**config.mk**
```make
export PLATFORM = sky130hd
export DESIGN_NAME = matrix_scan
export DESIGN_NICKNAME = d
export VERILOG_FILES = /design/src/rtl/matrix_scan.sv
export SDC_FILE = /design/constraint.sdc
export NUM_CORES = 1
export LEC_CHECK = 0
export BUFFER_PORTS_ARGS = -buffer_cell sky130_fd_sc_hd__buf_2
export CAP_MARGIN = 5
export CORE_ASPECT_RATIO = 0.9
export CORE_MARGIN = 3
export CORE_UTILIZATION = 40
export CTS_CLUSTER_SIZE = 28
export DETAILED_ROUTE_END_ITERATION = 6
export SETUP_SLACK_MARGIN = 0.2
export SLEW_MARGIN = 20
export SYNTH_ARGS = -nofsm -noshare
export SYNTH_HDL_FRONTEND = slang
export SYNTH_SLANG_ARGS = --single-unit
```
**constraint.sdc**
```tcl
create_clock -name clk -period 2.6 [get_ports clk]
set_input_delay 0.26 -clock clk [delete_from_list [all_inputs] [get_ports clk]]
set_output_delay 0.26 -clock clk [all_outputs]
set_load 0.01 [all_outputs]
```
**src/rtl/matrix_scan.sv**
```systemverilog
// Row-multiplexed scan driver for a 6x6 LED matrix: latches one bitmap per frame,
// blanks before each row, and applies 4-bit PWM within each row's lit window.
module matrix_scan #(
    parameter int DWELL = 1024,
    parameter int BLANK = 16
) (
    input  logic        clk,
    input  logic        rst,
    input  logic        enable,
    input  logic [35:0] img,
    input  logic [3:0]  brightness,
    output logic [5:0]  row,
    output logic [5:0]  col,
    output logic        frame_start,
    output logic [1:0]  dbg_state
);

    localparam int CW = $clog2(DWELL);
    localparam logic [CW-1:0] BLANK_END = CW'(BLANK - 1);
    localparam logic [CW-1:0] DWELL_END = CW'(DWELL - 1);

    typedef enum logic [1:0] {
        IDLE     = 2'd0,
        BLANKING = 2'd1,
        LIT      = 2'd2
    } state_t;

    state_t        state_q, state_d;
    logic [2:0]    r_q, r_d;
    logic [CW-1:0] cnt_q, cnt_d;
    logic [3:0]    pwm_q, pwm_d;
    logic [35:0]   fb_q, fb_d;
    logic [3:0]    bl_q, bl_d;
    logic [5:0]    row_q, row_d;
    logic [5:0]    col_q, col_d;
    logic          fs_q, fs_d;
    logic [5:0]    cur_bits;

    // The dwell counter runs across the whole row: 0..BLANK-1 blank, BLANK..DWELL-1 lit.
    always_comb begin
        state_d = state_q;
        r_d     = r_q;
        cnt_d   = cnt_q;
        pwm_d   = pwm_q;
        fb_d    = fb_q;
        bl_d    = bl_q;
        fs_d    = 1'b0;
        if (!enable) begin
            state_d = IDLE;
            r_d     = 3'd0;
            cnt_d   = '0;
            pwm_d   = 4'd0;
        end else begin
            case (state_q)
                IDLE: begin
                    state_d = BLANKING;
                    r_d     = 3'd0;
                    cnt_d   = '0;
                    pwm_d   = 4'd0;
                    fb_d    = img;
                    bl_d    = brightness;
                    fs_d    = 1'b1;
                end
                BLANKING: begin
                    cnt_d = cnt_q + 1'b1;
                    pwm_d = 4'd0;
                    if (cnt_q == BLANK_END) begin
                        state_d = LIT;
                    end
                end
                LIT: begin
                    if (cnt_q == DWELL_END) begin
                        state_d = BLANKING;
                        cnt_d   = '0;
                        pwm_d   = 4'd0;
                        if (r_q == 3'd5) begin
                            r_d  = 3'd0;
                            fb_d = img;
                            bl_d = brightness;
                            fs_d = 1'b1;
                        end else begin
                            r_d = r_q + 3'd1;
                        end
                    end else begin
                        cnt_d = cnt_q + 1'b1;
                        pwm_d = pwm_q + 4'd1;
                    end
                end
                default: state_d = IDLE;
            endcase
        end
    end

    always_comb begin
        case (r_d)
            3'd0:    cur_bits = fb_q[5:0];
            3'd1:    cur_bits = fb_q[11:6];
            3'd2:    cur_bits = fb_q[17:12];
            3'd3:    cur_bits = fb_q[23:18];
            3'd4:    cur_bits = fb_q[29:24];
            3'd5:    cur_bits = fb_q[35:30];
            default: cur_bits = 6'd0;
        endcase
    end

    // Outputs are registered from next-state values so they line up with the state.
    always_comb begin
        row_d = 6'd0;
        col_d = 6'd0;
        if (state_d == LIT) begin
            row_d = 6'b000001 << r_d;
            if (pwm_d < bl_q) begin
                col_d = cur_bits;
            end
        end
    end

    always_ff @(posedge clk or posedge rst) begin
        if (rst) begin
            state_q <= IDLE;
            r_q     <= 3'd0;
            cnt_q   <= '0;
            pwm_q   <= 4'd0;
            fb_q    <= 36'd0;
            bl_q    <= 4'd0;
            row_q   <= 6'd0;
            col_q   <= 6'd0;
            fs_q    <= 1'b0;
        end else begin
            state_q <= state_d;
            r_q     <= r_d;
            cnt_q   <= cnt_d;
            pwm_q   <= pwm_d;
            fb_q    <= fb_d;
            bl_q    <= bl_d;
            row_q   <= row_d;
            col_q   <= col_d;
            fs_q    <= fs_d;
        end
    end

    assign row         = row_q;
    assign col         = col_q;
    assign frame_start = fs_q;
    assign dbg_state   = state_q;

endmodule

```
==> results of run 1 <==
[layer usage]
layer | wire, um | GRT usage | vias up
met5 | 0 | 0 | -
met4 | 37 | 0.0398 | 0
met3 | 390 | 0.0392 | 2
met2 | 4240 | 0.274 | 78
met1 | 4510 | 0.254 | 1468
li1 | - | - | 1443
[through the flow]
stage | area (um2) | std cells | util | power (mW) | hold slack (ps)
after global placement | 4370 | 535 | 0.496 | 1.75 | 406
after detailed placement | 4370 | 535 | 0.496 | 1.77 | 414
final | 4760 | 560 | 0.541 | 2.86 | 15.8
after floorplan | 3740 | 341 | - | 1.62 | 411
after CTS | 4650 | 554 | 0.528 | 2.88 | 32.7
after global routing | 4760 | 560 | 0.541 | 3.01 | 70.7
[Yosys cell counts (all sizes together), types with 8 or more instances]
library cell  instances
clkbuf               14
mux2i                16
nor2                 12
o21ai                17
mux2                 40
a221oi               11
a21oi                15
ha                    9
dfrtp                72
nand2                31
nor3                 11
a22oi                 8
inv                  12
[area by class of cell]
| type | count | area share |
|---|---|---|
| multi-input combinational | 238 | 0.397 |
| tap | 119 | 0.0313 |
| timing repair buffer | 103 | 0.133 |
| clock buffer | 10 | 0.0268 |
| sequential | 72 | 0.378 |
| inverter | 12 | 0.00946 |
| clock inverter | 6 | 0.0242 |
[cell families after synthesis]
logic type / count (synthesis)
mux: 56
buf+inv: 31
xor+xnor: 1
compound gates: 79
simple gates: 93
flops: 72
fa+ha+maj: 9
[power breakdown]
group	internal [mW]	switching (mW)
Combinational	0.233	0.200
Clock	0.645	0.449
Sequential	1.25	0.0899
[worst register-to-register path, delay by kind of cell, from the launching register on]
| kind | cells | cell delay (ps) |
|---|---|---|
| fa+ha+maj | 2 | 510 |
| flops | 1 | 360 |
| compound gates | 6 | 1170 |
| simple gates | 3 | 560 |
[registers in the layout (all words and copies together) (netlist names)]
| register | count |
|---|---|
| fb_q | 36 |
| r_q | 3 |
| col | 6 |
| dbg_state | 2 |
| cnt_q | 10 |
| bl_q | 4 |
| pwm_q | 4 |
| row | 6 |
| frame_start | 1 |
[path summary, 6_finish.rpt]
check	from	end	slack, ps	cells past startpoint
max in group asynchronous	rst	fb_q[0]	1870	3
hold reg to reg	bl_q[3]	bl_q[3]	510	1
hold / removal	rst	bl_q[1]	20	2
min in group clk	img[8]	fb_q[8]	140	2
setup / recovery	cnt_q[0]	col[4]	-80	11
setup reg to reg	cnt_q[0]	col[4]	-80	11
[what timing repair did]
action / CTS / global route
setup endpoints to repair: 6 / 31
pin swaps: 6 / 8
gates resized for setup: 2 / 16
setup buffers: 3 / 6
hold buffers: 0 / 0
==> key figures, run 1 <==
Critical path
  – Worst path arrival time: around 2900 ps
  – Critical Path End Type: register
  – Slowest stage cell on the critical path: or3_4
  – Bufs and invs on worst path: 0
  – CP Cell Sequence: ha_2, nand4_1, o31a_1, a21o_1, a22oi_2, nor2b_1, ha_1, a21oi_2, o21ai_1, or3_4, a311oi_2
  – CP Launch Type: register
  – Setup Crit Path Kind: register to register
  – Crit path max fanout: 6
  – Largest stage delay on the critical path: 370 ps
  – Required @ worst endpoint: 2850 ps
  – Cell family with most CP delay: compound AO/OA/AOI/OAI gates

CTS
  – CTS Root Cell: clkbuf_8
  – Sink Count: about 70
  – Clk_lat worst skew: 340 ps
  – H-tree Lvls: 3
  – CTS max path bufs: 2
  – Clock buffer count from CTS: 9
  – TritonCTS clock tree: yes
  – Clock-pin transition on the worst setup and hold timing paths: 80 ps

Global routing
  – Number of global-route vias before repair: 2910
  – All-layer global routing usage: 0.177
  – Congestion Overflow GR: 0
  – Largest net degree at the start of global routing: 41
  – First-pass GRT wire length: about 15000 um
  – Initial antenna violation count: 0

STA
  – Clock Skew: just over 10 ps
  – Slew headroom: 0.547
  – Slew @ Worst Pin: 678 ps
  – Final Hold Vio Count: 0
  – Fin crit share: 1.03
  – Setup TNS: -187 ps
  – Max Fclk: 373 MHz
  – Tmin final: 2680 ps
  – Setup-failing EPs final: 4
  – Final WS setup: -77.4 ps
  – Final Slew Violations: 0
  – RSZ-0062 raised after global routing: true

Floorplanning
  – DIE WIDTH: between 100 and 150 um
  – Initial core utilization: 0.424
  – Row count: 32
  – DIE AREA: 10500 um2
  – Area of the core: 8810 um2
  – I/O pin total: between 50 and 60
  – Die height: about 100 um

Logic synthesis
  – Syn_nets: 393
  – Largest family of logic cells by synthesized area: multiplexers
  – Synth warn: 0
  – Synth Area in Adders: 0.0302
  – Post-synthesis area per instance: between 10 and 15 um2
  – Async set-reset flop share out of synthesis: 1.00
  – Number of synthesized flops with an enable pin: 0
  – Synth Flop Type: dfrtp_1
  – Synth Area in Simple Gates: 0.129
  – Mapped Area: approximately 3700 um2
  – Synth top area cells: dfrtp_1 48%, mux2_2 12%, mux2i_1 3.5%
  – Yosys top cell area share: 0.483
  – Compound-cell area share of the yosys netlist: 0.152
  – Syn Inst Count: approximately 340
  – Flops & latches, synth: 72
  – Post-synth cell types: 55
  – Post-synth top area cell: dfrtp_1
  – XOR/XNOR Fraction of Synth Area: 0.00235
  – Seq/Total Area, Yosys: 0.483
  – Multiplexer area fraction after synthesis: 0.171

Flow run
  – Max-cap violations: 0

Run status
  – Failing checks: setup timing
  – Outcome: finished with violations

Detailed routing
  – Final Routed Wirelength: 9180 um
  – Routed wire length per instance: 16.4 um
  – DRT Pass-1 Iters: 5
  – DR vias: around 3000
  – DRT iter0 DRCs: 143
  – Post-route ant nets: 0
  – DRC Markers: 0
  – Via density: 5.34

Placed design
  – Hpwl dp: approximately 6500 um
  – Worst slack, placed: -160 ps
  – GP Congestion: 0.885
  – I/O Buffers: 57

Pwr
  – Power Density: 601 nW/um2
  – Peak supply drop: 387 uV
  – Leak pwr: 2.21 nW

Finish
  – # fillers: between 800 and 900
  – Multi-input gate area: 1890 um2
  – Sequential cell area: roughly 1800 um2
  – Most frequent cells in the layout: 72 x dfrtp_1, 57 x buf_2, 45 x buf_4, 40 x mux2_2, 30 x nand2_1
  – Fin nets: 488
  – Share of cells above drive strength 1: 0.424
  – Most common cell after layout, fill and taps aside: dfrtp_1
  – N_diodes: 0
  – Layout area overhead: 27.6%

Min path
  – Hold WC Path Type: input pin to async pin
(Power assumes the default switching activity.)
==> run 2: changes to the inputs <==
- TNS_END_PERCENT: unset -> 20
==> run 2 against run 1 <==
The run still ends with setup timing left. Core utilization fell by 1.1 points. Fmax is 0.39% higher. Register-to-register slack barely moved. Sequential share of layout area rose by 0.81 points. Total power down 4.1%. Count of clock-buffer cells in the layout did not move. Largest power group unchanged.
==> key figures, run 2 (same netlist as run 1, synthesis figures left out) <==
Critical path
  – Crit path max fanout: 6 (unchanged)
  – Cell family with most CP delay: compound AO/OA/AOI/OAI gates (unchanged)
  – CP Launch Type: register (unchanged)
  – Required @ worst endpoint: 2850 ps (about the same)
  – Critical Path End Type: register (unchanged)
  – Worst path arrival time: 2920 ps (about the same)
  – Bufs and invs on worst path: 0 (unchanged)
  – Setup Crit Path Kind: register to register (unchanged)
  – Slowest stage cell on the critical path: or3_4 (unchanged)
  – Flop-to-flop setup slack: -70 ps (was -80 ps)
  – CP Cell Sequence: ha_2, nand4_1, o31a_1, a21o_1, a22oi_1, nor2b_1, ha_1, a21oi_2, o21ai_1, or3_4, a311oi_2 (was ha_2, nand4_1, o31a_1, a21o_1, a22oi_2, nor2b_1, ha_1, a21oi_2, o21ai_1, or3_4, a311oi_2)
  – Largest stage delay on the critical path: 380 ps (was 370 ps)

Pwr
  – Peak supply drop: 430 uV (was 387 uV)
  – Leak pwr: 2.17 nW (was 2.21 nW)
  – Power Density: 589 nW/um2 (was 601 nW/um2)
  – Tot Pwr: 2.75 mW (was 2.86 mW)

Finish
  – Layout area overhead: 24.9% (was 27.6%)
  – Largest Register: fb_q (unchanged)
  – Max reg flops: 36 (unchanged)
  – Top Registers: fb_q x36, cnt_q x10 (unchanged)
  – Multi-input gate area: 1840 um2 (was 1890 um2)
  – Most common cell after layout, fill and taps aside: dfrtp_1 (unchanged)
  – Share of cells above drive strength 1: 0.400 (was 0.424)
  – Most frequent cells in the layout: 72 x dfrtp_1, 57 x buf_2, 43 x buf_4, 40 x mux2_2, 30 x nand2_1 (was 72 x dfrtp_1, 57 x buf_2, 45 x buf_4, 40 x mux2_2, 30 x nand2_1)
  – N_diodes: 0 (unchanged)
  – Sequential cell area: 1800 um2 (unchanged)
  – Fin nets: 485 (was 488)
  – # fillers: 822 (was 829)

STA
  – Worst hold margin: 75.3 ps (was 15.8 ps)
  – Setup-failing EPs final: 5 (was 4)
  – Fin crit share: 1.03 (about the same)
  – Slew @ Worst Pin: 832 ps (was 678 ps)
  – Final Slew Violations: 0 (unchanged)
  – Final Hold Vio Count: 0 (unchanged)
  – Setup TNS: -160 ps (was -187 ps)
  – Tmin final: 2670 ps (was 2680 ps)
  – Slew headroom: 0.445 (was 0.547)
  – Final WS setup: -67.1 ps (was -77.4 ps)
  – Max Fclk: 375 MHz (was 373 MHz)
  – RSZ-0062 raised after global routing: true (unchanged)
  – Clock Skew: 13.8 ps (was 10.4 ps)

Detailed routing
  – Final Routed Wirelength: 8760 um (was 9180 um)
  – DRT Pass-1 Iters: 4 (was 5)
  – DRC Markers: 0 (unchanged)
  – Post-route ant nets: 0 (unchanged)
  – DR vias: 2942 (was 2991)
  – DRT iter0 DRCs: 114 (was 143)
  – Via density: 5.28 (was 5.34)
  – Routed wire length per instance: 15.7 um (was 16.4 um)

Floorplanning
  – Die height: 97.6 um (unchanged)
  – Area of the core: 8810 um2 (unchanged)
  – DIE AREA: 10500 um2 (unchanged)
  – DIE WIDTH: 108 um (unchanged)
  – Initial core utilization: 0.424 (unchanged)
  – I/O pin total: 58 (unchanged)
  – Row count: 32 (unchanged)

CTS
  – TritonCTS clock tree: yes (unchanged)
  – Clock-pin transition on the worst setup and hold timing paths: 90 ps (was 80 ps)
  – Clock buffer count from CTS: 9 (unchanged)
  – CTS max path bufs: 2 (unchanged)
  – Clk_lat worst skew: 350 ps (was 340 ps)
  – CTS Root Cell: clkbuf_8 (unchanged)
  – H-tree Lvls: 3 (unchanged)
  – Sink Count: 72 (unchanged)

Global routing
  – First-pass GRT wire length: 15000 um (was 14700 um)
  – Initial antenna violation count: 0 (unchanged)
  – All-layer global routing usage: 0.179 (was 0.177)
  – Largest net degree at the start of global routing: 40 (was 41)
  – Congestion Overflow GR: 0 (unchanged)
  – Number of global-route vias before repair: 2928 (was 2910)

Flow run
  – Max-cap violations: 0 (unchanged)

Placed design
  – I/O Buffers: 57 (unchanged)
  – Hpwl dp: 6520 um (was 6550 um)
  – GP Congestion: 0.844 (was 0.885)
  – Worst slack, placed: -162 ps (was -160 ps)

Run status
  – Outcome: finished with violations (unchanged)
  – Failing checks: setup timing (unchanged)

Min path
  – Hold WC Path Type: input pin to async pin (unchanged)
-- run 2: cell count changes in the layout (fill, tap and decap cells not counted), moves of 2 or more --
cell,change
a221oi_1,+4
nor3_1,+2
nor3_2,-2
a221oi_2,-4
buf_4,-2
-- run 2: final timing paths --
kind,start,end,cells past startpoint
setup / recovery,cnt_q[1],col[4],11
hold / removal,rst,dbg_state[0],2
setup reg to reg,cnt_q[1],col[4],11
hold reg to reg,fb_q[19],fb_q[19],1
max in group asynchronous,rst,fb_q[3],3
min in group clk,img[32],fb_q[32],2
-- run 2: layout make-up --
type / count / share of cell area
sequential: 72 / 0.386
multi-input combinational: 238 / 0.394
timing repair buffer: 100 / 0.130
clock buffer: 10 / 0.0274
inverter: 12 / 0.00966
clock inverter: 6 / 0.0199
tap: 119 / 0.0319
-- run 2: routing by layer --
layer,GRT usage,share of wire
met1,0.265,0.50
met2,0.265,0.45
met3,0.0439,0.051
met4,0.0388,0.0063
met5,0,0
-- run 2: stage by stage --
step	cell area [um2]	std cells	util
2_1_floorplan	3730	341	-
3_3_place_gp	4390	538	0.499
3_5_place_dp	4390	538	0.499
4_1_cts	4630	555	0.526
5_1_grt	4660	557	0.529
6_report	4660	557	0.529
-- run 2: report_power, final --
| group | switching (mW) | leakage [nW] | internal (mW) |
|---|---|---|---|
| Sequential | 0.0926 | 0.912 | 1.25 |
| Clock | 0.441 | 0.103 | 0.546 |
| Combinational | 0.191 | 1.16 | 0.229 |
-- run 2: repair_timing --
item / 4_1_cts / 5_1_grt
pin swaps: 2 / 1
setup buffers: 1 / 2
resized for setup: 3 / 6
endpoints found under the setup margin: 6 / 11
hold buffers: 0 / 0
==> run 3: changes to the inputs <==
- SKIP_LAST_GASP: unset -> 1
==> run 3 against run 2 <==
The run still ends with setup timing left. Cell count unchanged. Routed wire length decreased by 0.21%. Sequential cell count unchanged. Setup slack about the same. Sequential power about the same. Critical path depth unchanged.
==> key figures, run 3 (same netlist as run 1, synthesis figures left out) <==
Run status
  – Outcome: finished with violations (unchanged)
  – Failing checks: setup timing (unchanged)

Pwr
  – Clock share of power: 0.360 (was 0.359)
  – NetSw: 0.726 mW (was 0.724 mW)
  – Tot Pwr: 2.75 mW (about the same)
  – Power Density: 591 nW/um2 (was 589 nW/um2)
  – Peak supply drop: 428 uV (was 430 uV)
  – Switching part of the total: 0.264 (about the same)
  – Combinational Power Share: 0.153 (about the same)
  – Leak pwr: 2.17 nW (about the same)
  – Sequential Power Share: 0.487 (was 0.488)
  – Internal: 2.02 mW (about the same)

Critical path
  – Worst path depth: 11 (unchanged)
  – Bufs and invs on worst path: 0 (unchanged)
  – Setup Crit Path Kind: register to register (unchanged)
  – End point of the critical path: col[4] (unchanged)
  – FF-to-FF Start: cnt_q[1] (unchanged)
  – CP Cell Sequence: ha_2, nand4_1, o31a_1, a21o_1, a22oi_1, nor2b_1, ha_1, a21oi_2, o21ai_1, or3_4, a311oi_2 (unchanged)
  – Slowest stage cell on the critical path: or3_4 (unchanged)
  – Largest stage delay on the critical path: 380 ps (about the same)
  – Flop-to-flop setup slack: -70 ps (about the same)
  – Worst path arrival time: 2920 ps (about the same)
  – CP Launch Type: register (unchanged)
  – Setup crit start: cnt_q[1] (unchanged)
  – Cell family with most CP delay: compound AO/OA/AOI/OAI gates (unchanged)
  – Required @ worst endpoint: 2860 ps (was 2850 ps)
  – Crit path max fanout: 6 (unchanged)
  – Reg2reg path depth: 11 (unchanged)
  – Reg-to-reg critical path endpoint: col[4] (unchanged)
  – Critical Path End Type: register (unchanged)

CTS
  – Post-CTS Hold Buffers: 0 (unchanged)
  – H-tree Lvls: 3 (unchanged)
  – Sink Count: 72 (unchanged)
  – CTS Root Cell: clkbuf_8 (unchanged)
  – CTS max path bufs: 2 (unchanged)
  – Clk_lat worst skew: 350 ps (about the same)
  – TritonCTS clock tree: yes (unchanged)
  – Clock-pin transition on the worst setup and hold timing paths: 90 ps (about the same)
  – Clock buffer count from CTS: 9 (unchanged)

Finish
  – Final instance count without filler cells: 557 (unchanged)
  – N_diodes: 0 (unchanged)
  – Max reg flops: 36 (unchanged)
  – Layout area overhead: 24.6% (was 24.9%)
  – Finished Cell Area: 4650 um2 (was 4660 um2)
  – Top Registers: fb_q x36, cnt_q x10 (unchanged)
  – Sequential cell area: 1800 um2 (unchanged)
  – Most common cell after layout, fill and taps aside: dfrtp_1 (unchanged)
  – Share of cells above drive strength 1: 0.393 (was 0.400)
  – Multi-input gate area: 1830 um2 (was 1840 um2)
  – Largest Register: fb_q (unchanged)
  – Final Util: 0.528 (was 0.529)
  – Fin nets: 485 (unchanged)
  – Most frequent cells in the layout: 72 x dfrtp_1, 57 x buf_2, 43 x buf_4, 40 x mux2_2, 30 x nand2_1 (unchanged)
  – # fillers: 822 (unchanged)

Detailed routing
  – Final Routed Wirelength: 8750 um (was 8760 um)
  – Via density: 5.34 (was 5.28)
  – Post-route ant nets: 0 (unchanged)
  – Routed wire length per instance: 15.7 um (about the same)
  – DRT iter0 DRCs: 113 (was 114)
  – DR vias: 2972 (was 2942)
  – DRT Pass-1 Iters: 4 (unchanged)
  – DRC Markers: 0 (unchanged)

STA
  – Setup TNS: -152 ps (was -160 ps)
  – Tmin final: 2670 ps (about the same)
  – Worst hold margin: 68.3 ps (was 75.3 ps)
  – Final Slew Violations: 0 (unchanged)
  – Slew headroom: 0.450 (was 0.445)
  – Final Hold Vio Count: 0 (unchanged)
  – Final WS setup: -67.4 ps (was -67.1 ps)
  – Slew @ Worst Pin: 823 ps (was 832 ps)
  – Clock Skew: 13.4 ps (was 13.8 ps)
  – Fin crit share: 1.03 (about the same)
  – Setup-failing EPs final: 5 (unchanged)
  – Max Fclk: 375 MHz (about the same)
  – RSZ-0062 raised after global routing: true (unchanged)

Flow run
  – Max-cap violations: 0 (unchanged)

Min path
  – Hold WC Path Type: input pin to async pin (unchanged)

Global routing
  – Largest net degree at the start of global routing: 40 (unchanged)
  – Number of global-route vias before repair: 2928 (unchanged)
  – First-pass GRT wire length: 15000 um (unchanged)
  – Congestion Overflow GR: 0 (unchanged)
  – Initial antenna violation count: 0 (unchanged)
  – All-layer global routing usage: 0.179 (unchanged)

Placed design
  – Hpwl dp: 6520 um (unchanged)
  – GP Congestion: 0.844 (unchanged)
  – I/O Buffers: 57 (unchanged)
  – Post-DP Area: 4390 um2 (unchanged)
  – Dpl cells: 538 (unchanged)
  – Worst slack, placed: -162 ps (unchanged)

Floorplanning
  – Row count: 32 (unchanged)
  – Initial core utilization: 0.424 (unchanged)
  – I/O pin total: 58 (unchanged)
  – Die height: 97.6 um (unchanged)
  – DIE AREA: 10500 um2 (unchanged)
  – Area of the core: 8810 um2 (unchanged)
  – DIE WIDTH: 108 um (unchanged)
==> run 3: worst min path at each step <==
stage	start	end	slack (ps)
2_1_floorplan	brightness[0]	bl_q[0]	410
3_3_place_gp	rst	bl_q[1]	470
3_5_place_dp	rst	bl_q[1]	470
4_1_cts	rst	dbg_state[0]	100
5_1_grt	rst	dbg_state[0]	130
6_report	rst	dbg_state[0]	70
==> run 3: layout make-up <==
type,count,share of cell area
multi-input combinational,238,0.393
clock buffer,10,0.0274
sequential,72,0.387
timing repair buffer,100,0.131
tap,119,0.0320
clock inverter,6,0.0199
inverter,12,0.00968
==> run 3: power by group through the flow <==
stage	Clock [mW]	Combinational (mW)	Sequential [mW]
final	0.989	0.420	1.34
after global placement	0	0.411	1.35
after global routing	1.06	0.469	1.36
after floorplan	0	0.295	1.33
after CTS	1.01	0.424	1.34
after detailed placement	0	0.420	1.36
==> run 3: layer usage <==
metal	part of all wire	GRT usage
met1	0.49	0.265
met2	0.44	0.265
met4	0.012	0.0388
met5	0	0
met3	0.058	0.0439
==> run 3: repair_timing <==
action                     4_1_cts  5_1_grt
setup endpoints to repair        6       11
setup buffers                    1        2
hold endpoints to repair         0        0
resized for setup                3        2
pin swaps                        2        1
==> run 3: worst register-to-register path, stage by stage (launching register included) <==
cell and delay, ps:
dfrtp_1 360, ha_2 190, nand4_1 120, o31a_1 330
a21o_1 180, a22oi_1 180, nor2b_1 90, ha_1 310
a21oi_2 130, o21ai_1 70, or3_4 380, a311oi_2 240
